## src/rtl/my_mod_seq_ctrl.sv

```systemverilog
// Modulation sequencer for the IRIS error-signal generator.
// Produces the square-wave modulation status and a one-cycle trigger on each
// running edge. Host configuration is double-buffered: validated writes land
// in a pending set and are copied to the active set at a pair boundary, so an
// L/H acquisition pair never mixes settings. A watchdog flags missing
// step-sync returns from the generator.
module my_mod_seq_ctrl #(
  parameter int unsigned DEF_HALF = 1000,
  parameter int unsigned DEF_WAIT = 100,
  parameter int unsigned DEF_AVG  = 4,
  parameter int unsigned OVH      = 6,
  parameter int unsigned WD_EDGES = 8
) (
  input  logic               i_clk,
  input  logic               i_rst_n,
  input  logic               i_en,
  input  logic               i_cfg_wr,
  input  logic [31:0]        i_half_cnt,
  input  logic [31:0]        i_wait_cnt,
  input  logic [4:0]         i_avg_sel,
  input  logic signed [31:0] i_err_offset,
  input  logic               i_polarity,
  input  logic               i_step_sync,
  output logic               o_mod,
  output logic               o_trig,
  output logic [31:0]        o_wait_cnt,
  output logic [31:0]        o_avg_sel,
  output logic signed [31:0] o_err_offset,
  output logic               o_polarity,
  output logic               o_cfg_busy,
  output logic               o_cfg_err,
  output logic [31:0]        o_pair_cnt,
  output logic               o_timeout
);

  localparam int unsigned   WDW    = $clog2(WD_EDGES + 1);
  localparam logic [WDW-1:0] WD_MAX = WDW'(WD_EDGES);

  typedef enum logic [1:0] {
    ST_IDLE = 2'd0,
    ST_HIGH = 2'd1,
    ST_LOW  = 2'd2
  } state_e;

  // One complete generator setting; active and pending copies share this shape.
  typedef struct packed {
    logic [31:0]        half;
    logic [31:0]        wait_cnt;
    logic [4:0]         avg;
    logic signed [31:0] offset;
    logic               pol;
  } cfg_t;

  localparam cfg_t CFG_RST = '{
    half:     32'(DEF_HALF),
    wait_cnt: 32'(DEF_WAIT),
    avg:      5'(DEF_AVG),
    offset:   32'sd0,
    pol:      1'b0
  };

  state_e         state_q, state_d;
  logic [31:0]    hc_q, hc_d;
  logic           trig_q, trig_d;
  cfg_t           act_q, act_d;
  cfg_t           pend_q, pend_d;
  logic           busy_q, busy_d;
  logic           err_q, err_d;
  logic [31:0]    pair_q, pair_d;
  logic [WDW-1:0] wd_cnt_q, wd_cnt_d;
  logic           timeout_q, timeout_d;

  logic [33:0] wr_need;
  logic        wr_ok;
  logic        running;
  logic        edge_run;
  logic        hl_edge;
  logic        start;
  logic        apply;
  logic [31:0] reload_half;

  // Write validation and the timing events shared by the FSM and datapath.
  always_comb begin
    // The budget is summed in 34 bits so a huge wait count cannot wrap and
    // sneak under the half-period.
    wr_need     = {2'b00, i_wait_cnt} + (34'd1 << i_avg_sel) + 34'(OVH);
    wr_ok       = (i_half_cnt >= 32'd16) && (i_avg_sel <= 5'd20) &&
                  (wr_need <= {2'b00, i_half_cnt});
    running     = (state_q == ST_HIGH) || (state_q == ST_LOW);
    edge_run    = running && i_en && (hc_q == 32'd0);
    hl_edge     = edge_run && (state_q == ST_HIGH);
    start       = (state_q == ST_IDLE) && i_en;
    apply       = busy_q && (hl_edge || (state_q == ST_IDLE));
    // A set applied at this edge already governs the reload it coincides with.
    reload_half = apply ? pend_q.half : act_q.half;
  end

  // FSM state register.
  always_ff @(posedge i_clk or negedge i_rst_n) begin
    // NOTE: sequential state always uses non-blocking assignment so every
    // register samples the pre-edge values, independent of block order.
    if (!i_rst_n) state_q <= ST_IDLE;
    else          state_q <= state_d;
  end

  // FSM next-state: disable always wins, otherwise toggle when hc expires.
  always_comb begin
    // NOTE: the default assignment up front keeps this block free of latches
    // for any path that does not assign state_d explicitly.
    state_d = state_q;
    if (!i_en) begin
      state_d = ST_IDLE;
    end else begin
      case (state_q)
        ST_IDLE: state_d = ST_HIGH;
        ST_HIGH: if (hc_q == 32'd0) state_d = ST_LOW;
        ST_LOW:  if (hc_q == 32'd0) state_d = ST_HIGH;
        default: state_d = ST_IDLE;
      endcase
    end
  end

  // FSM outputs: mod level follows the state; trig is the registered edge pulse.
  always_comb begin
    o_mod  = (state_q == ST_HIGH);
    o_trig = trig_q;
  end

  // Half-period counter, trigger, config buffers, pair counter and watchdog.
  always_comb begin
    hc_d      = hc_q;
    trig_d    = edge_run;
    act_d     = apply ? pend_q : act_q;
    pend_d    = pend_q;
    busy_d    = busy_q;
    err_d     = err_q;
    pair_d    = pair_q + {31'd0, hl_edge};
    wd_cnt_d  = wd_cnt_q;
    timeout_d = timeout_q;

    if (!i_en)                 hc_d = 32'd0;
    else if (start || edge_run) hc_d = reload_half - 32'd1;
    else if (running)          hc_d = hc_q - 32'd1;

    // A boundary consumes the old pending set; a same-cycle valid write
    // re-arms busy so the new set waits for the following boundary.
    if (apply) busy_d = 1'b0;
    if (i_cfg_wr) begin
      err_d = !wr_ok;
      if (wr_ok) begin
        pend_d = '{half: i_half_cnt, wait_cnt: i_wait_cnt, avg: i_avg_sel,
                   offset: i_err_offset, pol: i_polarity};
        busy_d = 1'b1;
      end
    end

    // Step-sync beats a same-cycle trigger; leaving the run clears the count
    // but keeps the flag for the host to see.
    if (i_step_sync) begin
      wd_cnt_d  = '0;
      timeout_d = 1'b0;
    end else if (!i_en || !running) begin
      wd_cnt_d = '0;
    end else if (edge_run && (wd_cnt_q != WD_MAX)) begin
      wd_cnt_d = wd_cnt_q + 1'b1;
      if (wd_cnt_q + 1'b1 == WD_MAX) timeout_d = 1'b1;
    end
  end

  // Datapath registers.
  always_ff @(posedge i_clk or negedge i_rst_n) begin
    if (!i_rst_n) begin
      hc_q      <= 32'd0;
      trig_q    <= 1'b0;
      act_q     <= CFG_RST;
      pend_q    <= CFG_RST;
      busy_q    <= 1'b0;
      err_q     <= 1'b0;
      pair_q    <= 32'd0;
      wd_cnt_q  <= '0;
      timeout_q <= 1'b0;
    end else begin
      hc_q      <= hc_d;
      trig_q    <= trig_d;
      act_q     <= act_d;
      pend_q    <= pend_d;
      busy_q    <= busy_d;
      err_q     <= err_d;
      pair_q    <= pair_d;
      wd_cnt_q  <= wd_cnt_d;
      timeout_q <= timeout_d;
    end
  end

  // Status outputs straight from registers.
  always_comb begin
    o_wait_cnt   = act_q.wait_cnt;
    o_avg_sel    = {27'd0, act_q.avg};
    o_err_offset = act_q.offset;
    o_polarity   = act_q.pol;
    o_cfg_busy   = busy_q;
    o_cfg_err    = err_q;
    o_pair_cnt   = pair_q;
    o_timeout    = timeout_q;
  end

endmodule

```

## config.mk

```make
export PLATFORM = sky130hd
export DESIGN_NAME = my_mod_seq_ctrl
export DESIGN_NICKNAME = d
export VERILOG_FILES = /design/src/rtl/my_mod_seq_ctrl.sv
export SDC_FILE = /design/constraint.sdc
export NUM_CORES = 1
export LEC_CHECK = 0
export ABC_AREA = 1
export CAP_MARGIN = 20
export CORE_MARGIN = 3
export CORE_UTILIZATION = 55
export CTS_BUF_LIST = sky130_fd_sc_hd__clkbuf_2 sky130_fd_sc_hd__clkbuf_4 sky130_fd_sc_hd__clkbuf_8
export DETAILED_ROUTE_END_ITERATION = 10
export GPL_ROUTABILITY_DRIVEN = 0
export GPL_TIMING_DRIVEN = 0
export HOLD_SLACK_MARGIN = 0.02
export PLACE_DENSITY = 0.92
export SLEW_MARGIN = 20
export SYNTH_ARGS = -nofsm -noshare
export SYNTH_HDL_FRONTEND = slang
export SYNTH_SLANG_ARGS = --single-unit
```

## constraint.sdc

```tcl
create_clock -name i_clk -period 4.3 [get_ports i_clk]
set_clock_uncertainty 0.2 [all_clocks]
set_input_delay 0.645 -clock i_clk [delete_from_list [all_inputs] [get_ports i_clk]]
set_output_delay 0.645 -clock i_clk [all_outputs]
set_load 0.03 [all_outputs]
```

Word level (Yosys, flattened, before mapping). Cells that the tools add are included.

Register bits: 278. Logic and storage cells: 77. Output and inout bits: 134. Bits of input ports: 107.

Add/subtract/negate cells: 6. Equal/unequal tests: 8. Shifts and indexed selects: 1. Multiplexer cells: 18. $lt $le $gt $ge: 3. Reductions and logical operators: 23.

Operators with widths (number): $mux W32 (4); $sub A32 B1 Y32 const B (2); $add A32 B34 Y34 (1); $add A34 B3 Y34 const B (1); $le A34 B32 Y1 (1); $shl A1 B5 Y34 const A (1); $add A32 B1 Y32 (1); $ge A32 B5 Y1 const B (1); $logic_not A32 Y1 (1); $mux W4 (3); $logic_and A1 B1 Y1 (8); $mux W1 (7); $mux W2 (3); $ne A3 B2 Y1 const B (2); $pmux W2 S3 (1); $le A5 B5 Y1 const B (1); $add A4 B1 Y4 const B (1); $eq A4 B4 Y1 const B (1); $logic_or A1 B1 Y1 (4); $ne A4 B4 Y1 const B (1); $reduce_and A2 Y1 (2); $reduce_bool A2 Y1 (2); $logic_not A1 Y1 (3); $ne A3 B1 Y1 const B (1); other kinds (6) (6).

Longest topological paths before layout. Gate-level depths: netlist of the first run.

Word-level depth: 11. Gate-level depth with buffers: 33. Depth with buffers taken out: 31.

Least setup slack after synthesis of the first run. No wires, ideal clock.

Kind: input to register. Start: input i_avg_sel[3]. End: register pend_q[37] (netlist name). Buffers on the path: 3. Library setup time: 137 ps. Data required time: 3963 ps. Data arrival time: 4944 ps. Setup slack: -981 ps. Stages: 31. Cell sequence: clkbuf_1 nor2_1 nand2_1 nor2_1 ha_1 ha_1 a21oi_1 nand2_1 a21oi_1 o21ai_2 a21boi_1 o21ai_2 a21boi_0 o21ai_0 a21oi_1 xnor2_1 ha_1 nand2_1 inv_1 nand3_1 a21oi_1 a2111oi_0 nand2_1 nand2_1 nand2_1 nand2_1 nand3_2 buf_2 buf_2 nand2_1 o21ai_0.

Word-level cells in the longest chain between the ends: 6. Elaborated cells between the ends (all ways): 8. Classes of those cells: add/sub (2); order compare (2); shift (1); reduce/logical (3).

Ends and longest elaborated chain: start: declaration (RTL line 20) `input logic [4:0] i_avg_sel,`; $shl A1 B5 Y34 (RTL line 86) `wr_need = {2'b00, i_wait_cnt} + (34'd1 << i_avg_sel) + 34'(OVH);`; $add A32 B34 Y34 (RTL line 86); $add A34 B3 Y34 (RTL line 86); $le A34 B32 Y1 (RTL line 88) `(wr_need <= {2'b00, i_half_cnt});`; $logic_and A1 B1 Y1 * (RTL line 87) `wr_ok = (i_half_cnt >= 32'd16) && (i_avg_sel <= 5'd20) &&`; $reduce_and A2 Y1 (no line) *; end signal: assignment (RTL line 186) `pend_q <= pend_d;`; end: declaration (RTL line 66) `cfg_t pend_q, pend_d;`.

Every way passes the cells marked *; elsewhere a longest branch is shown, timed or not. A chain may end at the register's enable or synchronous reset.

Worst setup path in the final report of the first run.
Start: input i_avg_sel[1]. End: register pend_q[95] (netlist name).

Same word-level chain as after synthesis.

==> results of run 1 <==
## per-stage QoR
step / area, sq um / setup WS (ps) / TNS (ps) / utilization
floorplan: 16400 / -554 / -55730 / -
global placement: 19000 / -8890 / -2613470 / 0.661
detailed placement: 19100 / -2330 / -228090 / 0.664
CTS: 21500 / -339 / -30430 / 0.748
global route: 22500 / -1200 / -106690 / 0.783
finish: 22500 / -1230 / -104770 / 0.783
## per-layer routing
layer | GRT usage | vias up | routed length (microns)
met1 | 0.372 | 7672 | 20100
met5 | 0 | - | 57
met2 | 0.566 | 1391 | 28700
met3 | 0.0674 | 567 | 7360
met4 | 0.199 | 4 | 6720
li1 | - | 6825 | -
## timing repair
| action | 4_1_cts | 5_1_grt |
|---|---|---|
| gates cloned | 10 | 8 |
| setup buffers | 43 | 15 |
| pin swaps | 56 | 51 |
| endpoints found under the hold margin | 20 | 0 |
| endpoints found under the setup margin | 104 | 106 |
| gates resized for setup | 306 | 183 |
| hold buffers | 1 | 0 |
## kinds of logic after synthesis
kind of cell / after synthesis / synth area share
flip-flops: 278 / 0.433
buffers and inverters: 364 / 0.110
adder cells (fa/ha/maj): 105 / 0.0820
other: 1 / 0.000233
XOR/XNOR: 63 / 0.0342
multiplexers: 72 / 0.0502
AND/OR/NAND/NOR: 772 / 0.206
AO/OA/AOI/OAI: 251 / 0.0839
## critical path, delay by kind of cell
kind | cells | cell delay [ps]
AOI/OAI and AO/OA | 6 | 1240
xor gates and xnor gates | 1 | 220
adders and majority gates | 3 | 860
buffers and inverters | 6 | 880
and+or+nand+nor | 13 | 1880
## path summary, 6_finish.rpt
path	start	cells past startpoint	end
setup / recovery	i_avg_sel[1]	29	pend_q[95]$_DFFE_PN0P_
hold / removal	i_avg_sel[0]	3	pend_q[33]$_DFFE_PN0P_
setup reg to reg	state_q[0]$_DFFE_PN0P_	22	o_pair_cnt[30]$_DFF_PN0_
hold reg to reg	act_q[73]$_DFFE_PN1P_	2	act_q[73]$_DFFE_PN1P_
max in group asynchronous	i_rst_n	4	o_err_offset[30]$_DFFE_PN0P_
min in group asynchronous	i_rst_n	2	hc_q[5]$_DFFE_PN0P_
## final cells by class
| type | count | area [sq um] |
|---|---|---|
| Fill cell | 1585 | 6230 |
| Tap cell | 384 | 480 |
| Multi-Input combinational cell | 1290 | 8940 |
| Buffer | 148 | 1290 |
| Clock buffer | 70 | 876 |
| Antenna cell | 3 | 7.51 |
| Timing Repair Buffer | 291 | 3120 |
| Sequential cell | 278 | 6980 |
| Clock inverter | 7 | 43.8 |
| Inverter | 213 | 811 |
## placed cells by master (no fill, tap or decap), types with 47 or more instances in the layout
cell type        Yosys  routed
a21oi_1             61      52
nand2_4              0      47
dfrtp_1            258     258
buf_4               96     147
nand2_2             13      50
inv_1              211     201
ha_1               104      75
nand3_1            110      99
mux2_2              71      71
o21ai_1             13      51
clkdlybuf4s50_1      0     206
o21ai_2              3      61
clkbuf_8             0      60
nand2_1            426     341
nor2_1             130     113
## power by group
group / internal, uW / switching, uW
clock: 1290 / 1160
combinational: 2250 / 2800
sequential: 3470 / 625
total: 7010 / 4580
## state kept, by name (all words and copies together), names as in the netlist, 2 cells and up
register and count:
o_wait_cnt 32, wd_cnt_q 4, act_q 32, state_q 2
pend_q 102, hc_q 32, o_pair_cnt 32, o_avg_sel 5
o_err_offset 32
==> impl_metrics.ini, run 1 <==
[finish]
layout.cells.non_filler = 2684
layout.nets = 2480
layout-drive-gt1-share = 0.295
syn_to_final_growth_pct = 39.9

[sta]
rsz0062_at_grt = true
hold_viol_final = 0
holdWs_ps = 152
fmax_mhz = 181
finalCritPeriodShare = 1.29
worst_pin_slew_ps = 713
slew_viol_final = 0
worst_slack_ps = -1230
slew_headroom = 0.522
finalSetupViolations = 104
period_minus_slack_ps = 5530

[synth]
synthCells = 1906
yosys-top-cells-area = dfrtp_1 (40%), nand2_1 (9.9%), ha_1 (8.1%)
netlist.area_leader.share = 0.400
synthArstFlopShare = 1.00
synth_commonest_cells = nand2_1 (426), dfrtp_1 (258), inv_1 (211)
synth.most_common_cell = nand2_1
ys_seq_area_frac = 0.433
ys.flop_type = dfrtp_1
synthesis.area_sq_mm = 0.0161
synth_seq_cells = 278
synth.distinct_cells = 50
synth_largest_area_cell = dfrtp_1
synth-edff-count = 0
yosys_warnings = 0
avgSynthCellArea_sq_um = 8.46

[worst_setup_path]
cp_slowest_cell = o21ai_1
required_ps = 4530
start_kind = input pin
worstPathArrival_ps = 5760
critical_path_class = input pin to flip-flop
ff2ff_setup_slack_ps = 300
crit_top_cell = nand2_1
max_stage_delay_ps = 400
cp_max_fo = 10
critPathCaptureType = flip-flop

[clocking]
clk_latency_ps = 610
cts_tree = built
htree_levels = 2
cts_root_buf = clkbuf_8
clk_pin_slew_ps = 80
cts_sinks = 278
cts_max_path_buffers = 3
numCtsBuffers = 46

[global_route]
grt_usage = 0.327
grt_overflow_total = 0
antenna_found_initial = 2
grt_pass1_vias = 15800
grt_start_max_net_pins = 106
grt_pass1_wl_microns = 81500

[power_and_ir_drop]
leakage_uw = 0.0112
total_power_uw = 11600
power_density_mw_per_mm2 = 514
vdd_ir_drop_max_mv = 0.493

[die]
pin_count = 241
core-area_sq_mm = 0.0288
die_w_microns = 177
initial_core_util = 0.560
die_y_microns = 177
num_rows = 62
dieArea_sq_mm = 0.0314

[route]
viasPerCell = 6.13
initialDrtViolationCount = 2080
wl_microns = 62900
avgRoutedWirePerCell_microns = 23.4
via_count = 16500
route.antenna.remaining_nets = 0
drt_pass1_iterations = 8
post-route-drc-count = 0

[min_path]
hp-class = input pin to flip-flop

[place]
dp_hpwl_microns = 32700
io_buffers = 212
dp.cells = 2531

[status]
outcome = finished with violations
violations = setup timing

[run]
cap_violations = 0
(Power assumes the default switching activity.)
==> run 2, diff against run 1 <==
Settings changed: ABC_CLOCK_PERIOD_IN_PS set to 4300, GPL_ROUTABILITY_DRIVEN 0 to 1.
==> run 2 against run 1 <==
The flow still finishes with violations (setup timing); sequential cell count unchanged; final area increased by 0.58%; register-to-register slack got worse by 20 ps; final cell count about the same; total power rose by 0.73%; first-iteration DRC count shrank 20%; maximum frequency increased by 4.1%; critical path type unchanged; largest cell class unchanged.
==> impl_metrics.ini, run 2 (synthesized netlist as in run 1, its figures left out) <==
[status]
outcome = finished with violations
violations = setup timing

[finish]
syn_to_final_growth_pct = 40.7
layout_common_cells = nand2_1 (334), dfrtp_1 (258), clkdlybuf4s50_1 (206)
layout_commonest_cell = nand2_1
largest_register_ffs = 102
layout.nets = 2478
utilization = 0.788
layout-drive-gt1-share = 0.310
max_flop_register = pend_q

[worst_setup_path]
critPathCaptureType = flip-flop
max_stage_delay_ps = 390
cp_max_fo = 10
cp_slowest_cell = ha_1
r2r_cells = 23
worstPathArrival_ps = 5610
crit_top_cell = nand2_1
required_ps = 4600
start_kind = input pin
critical_path_class = input pin to flip-flop

[route]
viasPerCell = 5.94
via_count = 16000
top_layer = met5
met3WireLength_microns = 5270
drt_pass1_iterations = 6
post-route-drc-count = 0
dr_wl_met2_microns = 28400
wl_met1_microns = 21000
route.antenna.remaining_nets = 0
initialDrtViolationCount = 1657
avgRoutedWirePerCell_microns = 22.1
wl_microns = 59400

[die]
pin_count = 241
dieArea_sq_mm = 0.0314
num_rows = 62
initial_core_util = 0.560
die_w_microns = 177
core-area_sq_mm = 0.0288
die_y_microns = 177

[sta]
worst_pin_slew_ps = 757
finalSetupViolations = 104
slew_viol_final = 0
finalCritPeriodShare = 1.24
rsz0062_at_grt = true
slew_headroom = 0.495
fin_setup_tns_ps = -98420
fmax_mhz = 188
worst_slack_ps = -1010
hold_viol_final = 0
period_minus_slack_ps = 5310

[clocking]
numCtsBuffers = 46
cts_max_path_buffers = 3
htree_levels = 2
clk_latency_ps = 600
cts_sinks = 278
cts_root_buf = clkbuf_8
cts_tree = built
clk_pin_slew_ps = 60

[global_route]
grt_pass1_vias = 15500
grt_start_max_net_pins = 101
grt_overflow_total = 0
grt_usage = 0.322
grt_pass1_wl_microns = 80100
antenna_found_initial = 2

[place]
io_buffers = 212
gp_congestion = 0.935
dp_slack_ps = -2520
dp_hpwl_microns = 34500

[power_and_ir_drop]
power_density_mw_per_mm2 = 515
vdd_ir_drop_max_mv = 0.430
leakage_uw = 0.0113
total_power_uw = 11700

[min_path]
whs_path_depth = 3
hp-class = input pin to flip-flop

[run]
cap_violations = 0
[run 2: repair_timing]
item | CTS | global route
hold buffers | 1 | 0
resized for setup | 284 | 231
pin swaps | 48 | 39
endpoints found under the hold margin | 82 | 0
gates cloned | 9 | 7
endpoints found under the setup margin | 104 | 106
buffers inserted | 35 | 22
[run 2: routing by layer]
metal,track usage,up-vias
li1,-,6821
met1,0.385,7606
met2,0.550,1124
met3,0.0521,400
met4,0.189,2
met5,0,-
[run 2: worst paths after layout]
path                                       start                      endpoint  slack [ps]
max                                 i_avg_sel[0]        pend_q[38]$_DFFE_PN0P_       -1010
min                                 i_avg_sel[1]        pend_q[34]$_DFFE_PN0P_         170
max reg2reg                  hc_q[0]$_DFFE_PN0P_      o_pair_cnt[30]$_DFF_PN0_         280
min reg2reg                act_q[81]$_DFFE_PN0P_         act_q[81]$_DFFE_PN0P_         270
max in group asynchronous                i_rst_n  o_err_offset[28]$_DFFE_PN0P_        2470
min in group asynchronous                i_rst_n        pend_q[23]$_DFFE_PN0P_         480
[run 2: stage by stage]
| stage | instances | area [sq um] | hold slack, ps |
|---|---|---|---|
| 6_report | 2686 | 22700 | 174 |
| 5_1_grt | 2686 | 22700 | 162 |
| 4_1_cts | 2655 | 21400 | 188 |
| 3_5_place_dp | 2531 | 19100 | 253 |
| 3_3_place_gp | 2528 | 19000 | 248 |
| 2_1_floorplan | 1932 | 16400 | 149 |
[run 2: final cells by class]
cell class / instances / area, sq um
inverter: 213 / 811
tap: 384 / 480
timing repair buffer: 289 / 3100
buffer: 148 / 1270
sequential: 278 / 6980
antenna: 2 / 5.00
multi-input combinational: 1290 / 9030
clock inverter: 8 / 88.8
fill: 1601 / 6100
clock buffer: 74 / 912
[run 2: worst max-delay path: cells and delay by family]
kind / cells / cell delay [ps]
simple gates: 13 / 1470
buf+inv: 7 / 830
fa+ha+maj: 3 / 910
compound gates: 9 / 1550
xor+xnor: 1 / 160
[run 2: where the power goes]
group / internal [uW] / switching (uW) / leakage (uW)
clock: 1410 / 1160 / 0.000526
combinational: 2260 / 2760 / 0.00727
sequential: 3470 / 609 / 0.00349
total: 7140 / 4530 / 0.0113
